**src/rtl/audio_in_pkg.sv**
```systemverilog
// Shared constants for the I2S capture block: Avalon register map, STATUS/CONTROL bit positions
// and the reset value of the interrupt threshold.
package audio_in_pkg;

  localparam logic [1:0] ADDR_DATA      = 2'd0;
  localparam logic [1:0] ADDR_STATUS    = 2'd1;
  localparam logic [1:0] ADDR_CONTROL   = 2'd2;
  localparam logic [1:0] ADDR_THRESHOLD = 2'd3;

  localparam int ST_EMPTY     = 0;
  localparam int ST_FULL      = 1;
  localparam int ST_OVERFLOW  = 2;
  localparam int ST_ARMED     = 3;
  localparam int ST_LEVEL_LSB = 16;

  localparam int CTL_ENABLE = 0;
  localparam int CTL_IRQ_EN = 1;
  localparam int CTL_FLUSH  = 2;

  localparam int FIFO_DEPTH_DFLT   = 64;
  // Half of the default depth; scaled by the top when a different depth is built.
  localparam int DEFAULT_THRESHOLD = FIFO_DEPTH_DFLT / 2;

endpackage

```
**src/rtl/audio_in_fifo.sv**
```systemverilog
// Single-clock frame FIFO: push/pop/flush, 1-cycle registered pop data, level/full/empty from pointers.
// A push into a full FIFO is dropped (o_drop) unless a pop happens the same cycle; flush discards a same-cycle push.
module audio_in_fifo #(
  parameter int WIDTH   = 32,
  parameter int DEPTH   = 64,
  parameter int LEVEL_W = 7
) (
  input  logic               clk,
  input  logic               rst,
  input  logic               i_push,
  input  logic [WIDTH-1:0]   i_push_dat,
  input  logic               i_pop,
  input  logic               i_flush,
  output logic [WIDTH-1:0]   o_pop_dat,
  output logic [LEVEL_W-1:0] o_level,
  output logic               o_full,
  output logic               o_empty,
  output logic               o_drop
);

  localparam int AW = $clog2(DEPTH);

  logic [WIDTH-1:0]   r_mem [DEPTH];
  logic [LEVEL_W-1:0] r_wr_ptr;
  logic [LEVEL_W-1:0] r_rd_ptr;
  logic [WIDTH-1:0]   r_pop_dat;

  logic [LEVEL_W-1:0] w_level;
  logic               w_full;
  logic               w_empty;
  logic               w_pop;
  logic               w_push;

  // Pointers carry one extra wrap bit so full and empty are distinguishable.
  assign w_level = r_wr_ptr - r_rd_ptr;
  assign w_full  = (w_level == LEVEL_W'(DEPTH));
  assign w_empty = (w_level == '0);
  assign w_pop   = i_pop & ~w_empty;
  assign w_push  = i_push & ~i_flush & (~w_full | w_pop);

  always_ff @(posedge clk or posedge rst) begin
    if (rst) begin
      r_wr_ptr  <= '0;
      r_rd_ptr  <= '0;
      r_pop_dat <= '0;
    end else begin
      if (i_flush) begin
        r_wr_ptr <= '0;
        r_rd_ptr <= '0;
      end else begin
        r_wr_ptr <= r_wr_ptr + LEVEL_W'(w_push);
        r_rd_ptr <= r_rd_ptr + LEVEL_W'(w_pop);
      end
      if (w_pop) begin
        r_pop_dat <= r_mem[r_rd_ptr[AW-1:0]];
      end
    end
  end

  always_ff @(posedge clk) begin
    if (w_push) begin
      r_mem[r_wr_ptr[AW-1:0]] <= i_push_dat;
    end
  end

  assign o_pop_dat = r_pop_dat;
  assign o_level   = w_level;
  assign o_full    = w_full;
  assign o_empty   = w_empty;
  assign o_drop    = i_push & ~i_flush & w_full & ~w_pop;

endmodule

```
**src/rtl/audio_in_i2s_receiver.sv**
```systemverilog
// I2S capture slave: synchronises codec BCLK/LRCK/DAT, frames {left,right} words into a FIFO, Avalon-MM read-out
// with read latency 1 and a registered level/overflow interrupt; frames arriving while full are dropped.
module audio_in_i2s_receiver
  import audio_in_pkg::*;
#(
  parameter int DATA_WIDTH = 16,
  parameter int FIFO_DEPTH = FIFO_DEPTH_DFLT,
  parameter int LEVEL_W    = 7
) (
  input  logic        clk,
  input  logic        reset,
  input  logic        audio_in_BCLK,
  input  logic        audio_in_ADCLRCK,
  input  logic        audio_in_ADCDAT,
  input  logic [1:0]  avs_address,
  input  logic        avs_read,
  output logic [31:0] avs_readdata,
  input  logic        avs_write,
  input  logic [31:0] avs_writedata,
  output logic        irq
);

  localparam int BW = $clog2(DATA_WIDTH + 1);
  localparam logic [LEVEL_W-1:0] THR_RST = LEVEL_W'(DEFAULT_THRESHOLD * FIFO_DEPTH / FIFO_DEPTH_DFLT);

  logic [2:0]              r_bclk_sync;
  logic [1:0]              r_lrck_sync;
  logic [1:0]              r_dat_sync;
  logic                    r_lrck_prev;
  logic [BW-1:0]           r_bitcnt;
  logic [DATA_WIDTH-1:0]   r_shift;
  logic [DATA_WIDTH-1:0]   r_left;
  logic                    r_armed;
  logic                    r_push;
  logic [2*DATA_WIDTH-1:0] r_push_dat;
  logic                    r_enable;
  logic                    r_irq_en;
  logic [LEVEL_W-1:0]      r_threshold;
  logic                    r_overflow;
  logic                    r_irq;
  logic [31:0]             r_readdata;
  logic                    r_rd_fifo;

  logic                    w_bclk_rise;
  logic                    w_lrck;
  logic                    w_dat;
  logic [DATA_WIDTH-1:0]   w_word;
  logic                    w_pop;
  logic                    w_flush;
  logic                    w_wr_status;
  logic                    w_wr_control;
  logic                    w_wr_thresh;
  logic [2*DATA_WIDTH-1:0] w_fifo_dat;
  logic [LEVEL_W-1:0]      w_level;
  logic                    w_full;
  logic                    w_empty;
  logic                    w_drop;
  logic [31:0]             w_status;
  logic [31:0]             w_rd_mux;
  logic                    w_unused;

  always_ff @(posedge clk or posedge reset) begin
    if (reset) begin
      r_bclk_sync <= '0;
      r_lrck_sync <= '0;
      r_dat_sync  <= '0;
    end else begin
      r_bclk_sync <= {r_bclk_sync[1:0], audio_in_BCLK};
      r_lrck_sync <= {r_lrck_sync[0], audio_in_ADCLRCK};
      r_dat_sync  <= {r_dat_sync[0], audio_in_ADCDAT};
    end
  end

  assign w_bclk_rise = r_bclk_sync[1] & ~r_bclk_sync[2];
  assign w_lrck      = r_lrck_sync[1];
  assign w_dat       = r_dat_sync[1];
  // MSB-justify whatever arrived; bits not received before an early LRCK toggle read as zero.
  assign w_word      = r_shift << (BW'(DATA_WIDTH) - r_bitcnt);

  always_ff @(posedge clk or posedge reset) begin
    if (reset) begin
      r_lrck_prev <= 1'b0;
      r_bitcnt    <= '0;
      r_shift     <= '0;
      r_left      <= '0;
      r_armed     <= 1'b0;
      r_push      <= 1'b0;
      r_push_dat  <= '0;
    end else begin
      r_push <= 1'b0;
      if (w_bclk_rise) begin
        r_lrck_prev <= w_lrck;
      end
      if (!r_enable) begin
        r_bitcnt <= '0;
        r_shift  <= '0;
        r_armed  <= 1'b0;
      end else if (w_bclk_rise) begin
        if (w_lrck != r_lrck_prev) begin
          r_bitcnt <= '0;
          r_shift  <= '0;
          if (w_lrck) begin
            r_left <= w_word;
          end else begin
            r_push     <= r_armed;
            r_push_dat <= {r_left, w_word};
            r_armed    <= 1'b1;
          end
        end else if (r_bitcnt < BW'(DATA_WIDTH)) begin
          r_shift  <= {r_shift[DATA_WIDTH-2:0], w_dat};
          r_bitcnt <= r_bitcnt + BW'(1);
        end
      end
    end
  end

  assign w_pop        = avs_read & (avs_address == ADDR_DATA);
  assign w_wr_status  = avs_write & (avs_address == ADDR_STATUS);
  assign w_wr_control = avs_write & (avs_address == ADDR_CONTROL);
  assign w_wr_thresh  = avs_write & (avs_address == ADDR_THRESHOLD);
  assign w_flush      = w_wr_control & avs_writedata[CTL_FLUSH];

  audio_in_fifo #(
    .WIDTH   (2 * DATA_WIDTH),
    .DEPTH   (FIFO_DEPTH),
    .LEVEL_W (LEVEL_W)
  ) u_fifo (
    .clk        (clk),
    .rst        (reset),
    .i_push     (r_push),
    .i_push_dat (r_push_dat),
    .i_pop      (w_pop),
    .i_flush    (w_flush),
    .o_pop_dat  (w_fifo_dat),
    .o_level    (w_level),
    .o_full     (w_full),
    .o_empty    (w_empty),
    .o_drop     (w_drop)
  );

  always_comb begin
    w_status                             = '0;
    w_status[ST_EMPTY]                   = w_empty;
    w_status[ST_FULL]                    = w_full;
    w_status[ST_OVERFLOW]                = r_overflow;
    w_status[ST_ARMED]                   = r_armed;
    w_status[ST_LEVEL_LSB +: LEVEL_W]    = w_level;
  end

  always_comb begin
    w_rd_mux = '0;
    case (avs_address)
      ADDR_STATUS: w_rd_mux = w_status;
      ADDR_CONTROL: begin
        w_rd_mux[CTL_ENABLE] = r_enable;
        w_rd_mux[CTL_IRQ_EN] = r_irq_en;
      end
      ADDR_THRESHOLD: w_rd_mux[LEVEL_W-1:0] = r_threshold;
      default: w_rd_mux = '0;
    endcase
  end

  always_ff @(posedge clk or posedge reset) begin
    if (reset) begin
      r_enable    <= 1'b0;
      r_irq_en    <= 1'b0;
      r_threshold <= THR_RST;
      r_overflow  <= 1'b0;
      r_irq       <= 1'b0;
      r_readdata  <= '0;
      r_rd_fifo   <= 1'b0;
    end else begin
      if (w_drop) begin
        r_overflow <= 1'b1;
      end else if (w_wr_status && avs_writedata[ST_OVERFLOW]) begin
        r_overflow <= 1'b0;
      end
      if (w_wr_control) begin
        r_enable <= avs_writedata[CTL_ENABLE];
        r_irq_en <= avs_writedata[CTL_IRQ_EN];
      end
      if (w_wr_thresh) begin
        r_threshold <= (avs_writedata[LEVEL_W-1:0] == '0) ? LEVEL_W'(1) : avs_writedata[LEVEL_W-1:0];
      end
      r_irq <= r_irq_en & ((w_level >= r_threshold) | r_overflow);
      // DATA reads return the FIFO's registered pop word; everything else comes from the mux.
      if (avs_read) begin
        r_rd_fifo  <= w_pop & ~w_empty;
        r_readdata <= w_rd_mux;
      end
    end
  end

  assign avs_readdata = r_rd_fifo ? 32'(w_fifo_dat) : r_readdata;
  assign irq          = r_irq;
  assign w_unused     = ^avs_writedata;

endmodule
```
**config.mk**
```make
export PLATFORM = sky130hd
export DESIGN_NAME = audio_in_i2s_receiver
export DESIGN_NICKNAME = d
export VERILOG_FILES = /design/src/rtl/audio_in_pkg.sv /design/src/rtl/audio_in_fifo.sv /design/src/rtl/audio_in_i2s_receiver.sv
export SDC_FILE = /design/constraint.sdc
export NUM_CORES = 2
export LEC_CHECK = 0
export CELL_PAD_IN_SITES_DETAIL_PLACEMENT = 0
export CELL_PAD_IN_SITES_GLOBAL_PLACEMENT = 1
export CORE_MARGIN = 4
export CORE_UTILIZATION = 30
export DETAILED_ROUTE_END_ITERATION = 10
export HOLD_SLACK_MARGIN = 0.15
export PLACE_DENSITY_LB_ADDON = 0.25
export SLEW_MARGIN = 10
export SYNTH_ARGS = -nofsm -noshare
export SYNTH_HDL_FRONTEND = slang
export SYNTH_HIERARCHICAL = 1
export SYNTH_SLANG_ARGS = --single-unit
```
**constraint.sdc**
```tcl
create_clock -name clk -period 6 [get_ports clk]
set_input_delay 1.2 -clock clk [delete_from_list [all_inputs] [get_ports clk]]
set_output_delay 1.2 -clock clk [all_outputs]
set_load 0.02 [all_outputs]
```
Word-level counts from Yosys, hierarchy flattened
Memories as Yosys holds them, arrays and structs flattened. A register that Yosys moved wholly into a read port is not among the register bits.
Cells that the tools add are included.
- register bits: 137
- RAM bits: 2048
- input bits: 41
- output and inout bits: 33
- logic and storage cells: 93
- memories: 1
- memory list (name ; depth ; bits a word ; read ports ; clocked after Yosys merged registers in ; write ports ; RTL line ; source):
    u_fifo.r_mem ; 64 ; 32 ; 1 ; 1 ; 1 ; audio_in_fifo.sv:23 ; logic [WIDTH-1:0] r_mem [DEPTH];
- add/subtract/negate cells: 5
- magnitude comparators: 2
- equal/unequal tests: 9
- shift-type cells: 1
- multiplexer cells: 27
- bitwise logic cells: 20
- reduce and logical (&&, ||, !) cells: 9
- operator list (operator ; number):
    $mux W16 ; 5
    $mux W32 ; 1
    $mux W7 ; 3
    $mux W5 ; 4
    $shl A16 B5 Y16 ; 1
    $add A7 B1 Y7 ; 2
    $logic_not A7 Y1 ; 2
    $and A1 B1 Y1 ; 12
    $mux W1 ; 12
    $pmux W5 S2 ; 1
    $reduce_and A4 Y1 ; 2
    $eq A7 B7 Y1 const B ; 1
    $ge A7 B7 Y1 ; 1
    $sub A7 B7 Y7 ; 1
    $not A1 Y1 ; 6
    $pmux W2 S3 ; 1
    $add A5 B1 Y5 const B ; 1
    $lt A5 B5 Y1 const B ; 1
    $sub A5 B5 Y5 const A ; 1
    $eq A2 B2 Y1 const B ; 2
    $ne A2 B1 Y1 const B ; 2
    $ne A3 B1 Y1 const B ; 1
    $reduce_and A3 Y1 ; 1
    $eq A2 B1 Y1 const B ; 1
    7 further kinds ; 8

Depth between registers and ports, before layout
- word-level depth: 8
- gate-level depth with buffers: 19
- depth with buffers taken out: 15

Modules after synthesis
Netlist, hierarchy kept.
- modules (own cells, without submodules) (module ; instances ; cells an instance ; area each (µm²) ; sequential area each (µm²)):
    audio_in_fifo ; 1 ; 3586 ; 80008.0 ; 62650.1
    audio_in_i2s_receiver ; 1 ; 484 ; 5139.9 ; 2628.8

Least setup slack after synthesis
No wires, ideal clock.
- path type: flip-flop to flip-flop
- from: register u_fifo.r_rd_ptr[2]
- to: memory u_fifo.r_mem[36][0] (enable)
- setup time: 0.461 ns
- arrival time: 5.360 ns
- data required time: 5.539 ns
- slack: 0.179 ns
- stages on the path, launching flop included: 15
- path buffers: 6
- clock period less this slack: 5.821 ns
- path through: dfrtp_1 > clkbuf_1 > buf_2 > buf_2 > inv_2 > buf_1 > ha_1 > a21o_1 > a21o_1 > and4_1 > nor3_1 > o311ai_2 > buf_4 > buf_6 > nor3_1
- longest elaborated chain between the ends: 8
- elaborated cells between the ends (all ways): 10
- those cells by class: 1 x add/sub; 1 x eq/ne; 2 x mux; 5 x bitwise; 1 x reduce/logical
- ends and longest elaborated chain (item ; RTL line ; source):
    start: declaration ; audio_in_fifo.sv:25 ; logic [LEVEL_W-1:0] r_rd_ptr;
    start signal: assignment ; audio_in_fifo.sv:52 ; r_rd_ptr <= r_rd_ptr + LEVEL_W'(w_pop);
    $sub A7 B7 Y7 (*) ; audio_in_fifo.sv:35 ; assign w_level = r_wr_ptr - r_rd_ptr;
    $logic_not A7 Y1 ; audio_in_fifo.sv:37 ; assign w_empty = (w_level == '0);
    $not A1 Y1 ; audio_in_fifo.sv:38 ; assign w_pop = i_pop & ~w_empty;
    $and A1 B1 Y1 ; audio_in_fifo.sv:38 ;
    $or A1 B1 Y1 (*) ; audio_in_fifo.sv:39 ; assign w_push = i_push & ~i_flush & (~w_full | w_pop);
    $and A1 B1 Y1 (*) ; audio_in_fifo.sv:39 ;
    $mux W1 (*) ; audio_in_fifo.sv:61 ; if (w_push) begin
    $mux W1 (implied by the code) (*) ; audio_in_fifo.sv:62 ; r_mem[r_wr_ptr[AW-1:0]] <= i_push_dat;
    end: declaration ; audio_in_fifo.sv:23 ;
Mark *: on every way between the ends. The rest lies on a longest branch, timed or not.

Worst setup path after layout
- from: register u_fifo.r_wr_ptr[0]
- to: memory u_fifo.r_mem[1][23] (enable)
- longest elaborated chain between the ends: 8
- elaborated cells between the ends (all ways): 10
- those cells by class: 1 x add/sub; 1 x eq/ne; 2 x mux; 5 x bitwise; 1 x reduce/logical
- ends and longest elaborated chain (item ; RTL line ; source):
    start: declaration ; audio_in_fifo.sv:24 ; logic [LEVEL_W-1:0] r_wr_ptr;
    start signal: assignment ; audio_in_fifo.sv:51 ; r_wr_ptr <= r_wr_ptr + LEVEL_W'(w_push);
    $sub A7 B7 Y7 ; audio_in_fifo.sv:35 ;
    $logic_not A7 Y1 ; audio_in_fifo.sv:37 ;
    $not A1 Y1 ; audio_in_fifo.sv:38 ;
    $and A1 B1 Y1 ; audio_in_fifo.sv:38 ;
    $or A1 B1 Y1 ; audio_in_fifo.sv:39 ;
    $and A1 B1 Y1 ; audio_in_fifo.sv:39 ;
    $mux W1 ; audio_in_fifo.sv:61 ;
    $mux W1 (implied by the code) ; audio_in_fifo.sv:62 ;
Several ways; a longest one is shown, not always the timed one.

==> run_summary.xml <==
<?xml version="1.0" encoding="UTF-8"?>
<metrics>
  <group name="clocking">
    <metric name="htree_num_levels" unit="">4</metric>
    <metric name="tritoncts_num_sinks" unit="">2199</metric>
    <metric name="clock_buffers_created_by_tritoncts" unit="">232</metric>
    <metric name="cts_max_path_buffers" unit="">3</metric>
    <metric name="cts.hold.buffers_added" unit="">0</metric>
    <metric name="post_cts_buffers" unit="">0</metric>
    <metric name="worst_skew_pair.late_latency" unit="ns">0.91</metric>
    <metric name="clk_pin_slew_worst_paths" unit="ns">0.06</metric>
    <metric name="tritoncts_clock_tree" unit="">done</metric>
    <metric name="cts_resized" unit="">0</metric>
    <metric name="ctsRootBufferMaster" unit="">clkbuf_16</metric>
  </group>
  <group name="job">
    <metric name="drv_cap" unit="">0</metric>
  </group>
  <group name="hold_path">
    <metric name="timing.hold.worst.start" unit="">r_bclk_sync[0]</metric>
    <metric name="hp-class" unit="">flip-flop to flip-flop</metric>
  </group>
  <group name="detailed_routing">
    <metric name="final_antenna_net_count" unit="">0</metric>
    <metric name="wire_per_inst" unit="um">30.1</metric>
    <metric name="wl" unit="um">249000</metric>
    <metric name="dr.first_iter.drc_count" unit="">4397</metric>
    <metric name="drt_pass_1_iters" unit="">5</metric>
    <metric name="post_drt_via_cell_ratio" unit="">5.15</metric>
    <metric name="drc" unit="">0</metric>
    <metric name="num_vias" unit="">42600</metric>
  </group>
  <group name="timing">
    <metric name="finalWorstSetupSlack" unit="ns">1.24</metric>
    <metric name="finalMaxSlewViolations" unit="">0</metric>
    <metric name="relSlewSlack" unit="">0.145</metric>
    <metric name="final.period_utilization" unit="">0.793</metric>
    <metric name="fin_skew" unit="ns">0.0557</metric>
    <metric name="worst-slew-pin-transition" unit="ns">1.28</metric>
    <metric name="hold_violations" unit="">0</metric>
    <metric name="setup_viol_count_final" unit="">0</metric>
    <metric name="unrepaired_setup_endpoints_after_global_routing" unit="">no</metric>
    <metric name="min_period" unit="ns">4.76</metric>
    <metric name="max_freq" unit="MHz">210</metric>
    <metric name="summed_negative_setup_slack_over_all_endpoints" unit="ns">0</metric>
  </group>
  <group name="setup_path">
    <metric name="timing.critical_path.mode_cell" unit="">buf_4</metric>
    <metric name="critical_path.cell_chain" unit="">inv_1 -&gt; ha_1 -&gt; inv_1 -&gt; fa_1 -&gt; a21o_1 -&gt; a21o_1 -&gt; and4_1 -&gt; nor3_1 -&gt; buf_4 -&gt; o311ai_4 -&gt; buf_4 -&gt; nor3_2 -&gt; buf_4</metric>
    <metric name="required" unit="ns">6.52</metric>
    <metric name="max_stage_delay" unit="ns">1.04</metric>
    <metric name="rr_startpoint" unit="">u_fifo/r_wr_ptr[0]</metric>
    <metric name="critical_path_peak_fanout" unit="">23</metric>
    <metric name="crit_slowest_cell" unit="">nor3_2</metric>
    <metric name="worst_ep_arrival_time" unit="ns">5.27</metric>
    <metric name="startpoint_type" unit="">flip-flop</metric>
    <metric name="setup.worst_path.start" unit="">u_fifo/r_wr_ptr[0]</metric>
    <metric name="timing_worst_setup_path_type" unit="">flip-flop to flip-flop</metric>
    <metric name="cp-end-kind" unit="">flip-flop</metric>
    <metric name="worst_path_dominant_cell_family" unit="">simple AND/OR/NAND/NOR gates</metric>
    <metric name="worstPathBufferInverterCount" unit="">5</metric>
  </group>
  <group name="placed_design">
    <metric name="port_buffers" unit="">48</metric>
    <metric name="routabilityCongestion" unit="">0.754</metric>
    <metric name="dpl.hpwl" unit="um">140000</metric>
    <metric name="worst_slack_placed" unit="ns">0.797</metric>
    <metric name="placement.cell_area" unit="um^2">91200</metric>
    <metric name="dp.cells" unit="">7821</metric>
  </group>
  <group name="die">
    <metric name="chipWidth" unit="um">541</metric>
    <metric name="number_of_placed_i_o_pins" unit="">74</metric>
    <metric name="coreArea" unit="um^2">282000</metric>
    <metric name="rows" unit="">195</metric>
    <metric name="fp.dieH" unit="um">541</metric>
    <metric name="initial_core_utilization" unit="">0.302</metric>
    <metric name="die_area" unit="um^2">292000</metric>
  </group>
  <group name="grt">
    <metric name="grt_usage" unit="">0.168</metric>
    <metric name="grt_start_max_net_pins" unit="">105</metric>
    <metric name="first_global_vias" unit="">43600</metric>
    <metric name="antenna_found_initial" unit="">17</metric>
    <metric name="grt_overflow" unit="">0</metric>
    <metric name="grt_pass1_wl" unit="um">348000</metric>
  </group>
  <group name="final_layout">
    <metric name="final_common_cell" unit="">edfxtp_1</metric>
    <metric name="most-common-layout-cells" unit="">edfxtp_1 (2,048), mux4_2 (470), clkbuf_16 (232)</metric>
    <metric name="num-fill-cells" unit="">26200</metric>
    <metric name="layout_cell_area_excl_fill" unit="um^2">98600</metric>
    <metric name="syn_to_final_growth" unit="%">15.8</metric>
    <metric name="drive_above_1_share" unit="">0.266</metric>
    <metric name="finalNonFillerCells" unit="">8261</metric>
    <metric name="layout_nets" unit="">4374</metric>
  </group>
  <group name="power_and_ir_drop">
    <metric name="leakagePower" unit="uW">0.0310</metric>
    <metric name="power.density" unit="nW/um^2">372</metric>
    <metric name="vdd_ir_drop_max" unit="mV">0.353</metric>
    <metric name="design_power_total" unit="uW">36700</metric>
  </group>
  <group name="yosys">
    <metric name="ys.warnings.count" unit="">6</metric>
    <metric name="synthesis.area_per_instance" unit="um^2">20.9</metric>
    <metric name="ys_types" unit="">72</metric>
    <metric name="synthesis.nets" unit="">4132</metric>
    <metric name="cell_count_after_synthesis" unit="">4070</metric>
    <metric name="dominantRegCellSynth" unit="">edfxtp_1</metric>
    <metric name="yosys_register_bits" unit="">2199</metric>
    <metric name="post_synth_instance_area" unit="um^2">85100</metric>
    <metric name="yosysSeqAreaShare" unit="">0.767</metric>
    <metric name="ys_async_sr_fraction" unit="">0.0687</metric>
    <metric name="synth_edf_count" unit="">2048</metric>
  </group>
  <group name="run_status">
    <metric name="run_status" unit="">complete, no violations</metric>
  </group>
</metrics>
## metrics by stage
stage,hold slack (ns),util
after CTS,0.356,0.349
after global routing,0.367,0.349
after detailed placement,0.337,0.323
after global placement,0.338,0.323
after floorplan,0.331,-
final,0.356,0.349
## cells by family after synthesis
family / synth area share
flops: 0.767
xor+xnor: 0.00154
buf+inv: 0.0159
mux: 0.148
compound gates: 0.0439
simple gates: 0.0203
fa+ha+maj: 0.00317
## where the power goes
group / internal [uW] / leakage, uW / switching, uW
clock network: 7890 / 0.00363 / 6000
logic: 2190 / 0.00647 / 3750
registers: 16700 / 0.0209 / 191
total: 26700 / 0.0310 / 9940
## synthesized netlist by cell type (14+ instances only)
master | n | area, um^2
edfxtp_1 | 2048 | 61500
mux4_2 | 470 | 10600
dfrtp_1 | 150 | 3750
clkbuf_1 | 129 | 484
mux2i_1 | 128 | 1280
nand2_1 | 124 | 465
a22oi_1 | 92 | 691
nor3_1 | 89 | 445
o21ai_0 | 73 | 365
o22ai_1 | 71 | 444
a21oi_1 | 69 | 345
mux2_2 | 65 | 732
buf_2 | 51 | 255
a22o_1 | 48 | 420
nor2_1 | 43 | 161
inv_1 | 37 | 139
a221oi_1 | 31 | 272
o221ai_1 | 31 | 272
buf_4 | 23 | 173
and2_1 | 20 | 125
ha_1 | 20 | 250
buf_1 | 19 | 71.3
nand3_1 | 19 | 95.1
a211o_1 | 18 | 158
o21ai_1 | 18 | 90.1
a2111oi_0 | 15 | 131
a211oi_1 | 15 | 113
buf_6 | 15 | 169
nor2b_1 | 14 | 87.6
o31ai_1 | 14 | 105
or3_1 | 14 | 87.6
## worst reg2reg max path, delay by kind of cell, from the launching register on
family | cells | cell delay (ns)
adder cells (fa/ha/maj) | 2 | 0.60
flip-flops | 1 | 0.43
AND/OR/NAND/NOR | 3 | 1.45
AO/OA/AOI/OAI | 3 | 0.51
buffers and inverters | 5 | 1.39
## layout make-up
class                      count  area, um^2  share of cell area
sequential                  2199       65300               0.662
multi-input combinational   1589       18900               0.192
clock buffer                 315        6400              0.0649
tap                         3743        4680              0.0475
timing repair buffer         247        2120              0.0215
clock inverter               117         998              0.0101
inverter                      43         164             0.00166
antenna                        8        20.0            0.000203
## layer usage
metal  vias up  GRT usage  wire length [um]
met5         -          0                49
met4         8     0.0472              6460
met3       303     0.0261             14400
met2      1332      0.274            120000
met1     23300      0.233            108000
li1      17600          -                 -
## path summary, 6_finish.rpt
path | end | slack (ns) | cells past startpoint
min in group asynchronous | u_fifo/r_rd_ptr[0] | 0.84 | 2
max reg2reg | u_fifo/r_mem[1][23] | 1.24 | 13
min reg2reg | r_bclk_sync[1] | 0.36 | 0
max | u_fifo/r_mem[1][23] | 1.24 | 13
min | r_bclk_sync[1] | 0.36 | 0
max in group asynchronous | r_threshold[5] | 3.98 | 3
## sequential cells by signal (all words and copies together), names as in the netlist, 2 cells and up
signal and count:
r_shift 16, r_push_dat 32, u_fifo/r_wr_ptr 7, u_fifo/o_pop_dat 32, r_bclk_sync 3, r_bitcnt 5
r_threshold 7, r_lrck_sync 2, r_dat_sync 2, u_fifo/r_rd_ptr 7, u_fifo/r_mem 2048, r_left 16
r_readdata 14
Note: power is estimated with default switching activity, not from simulation.
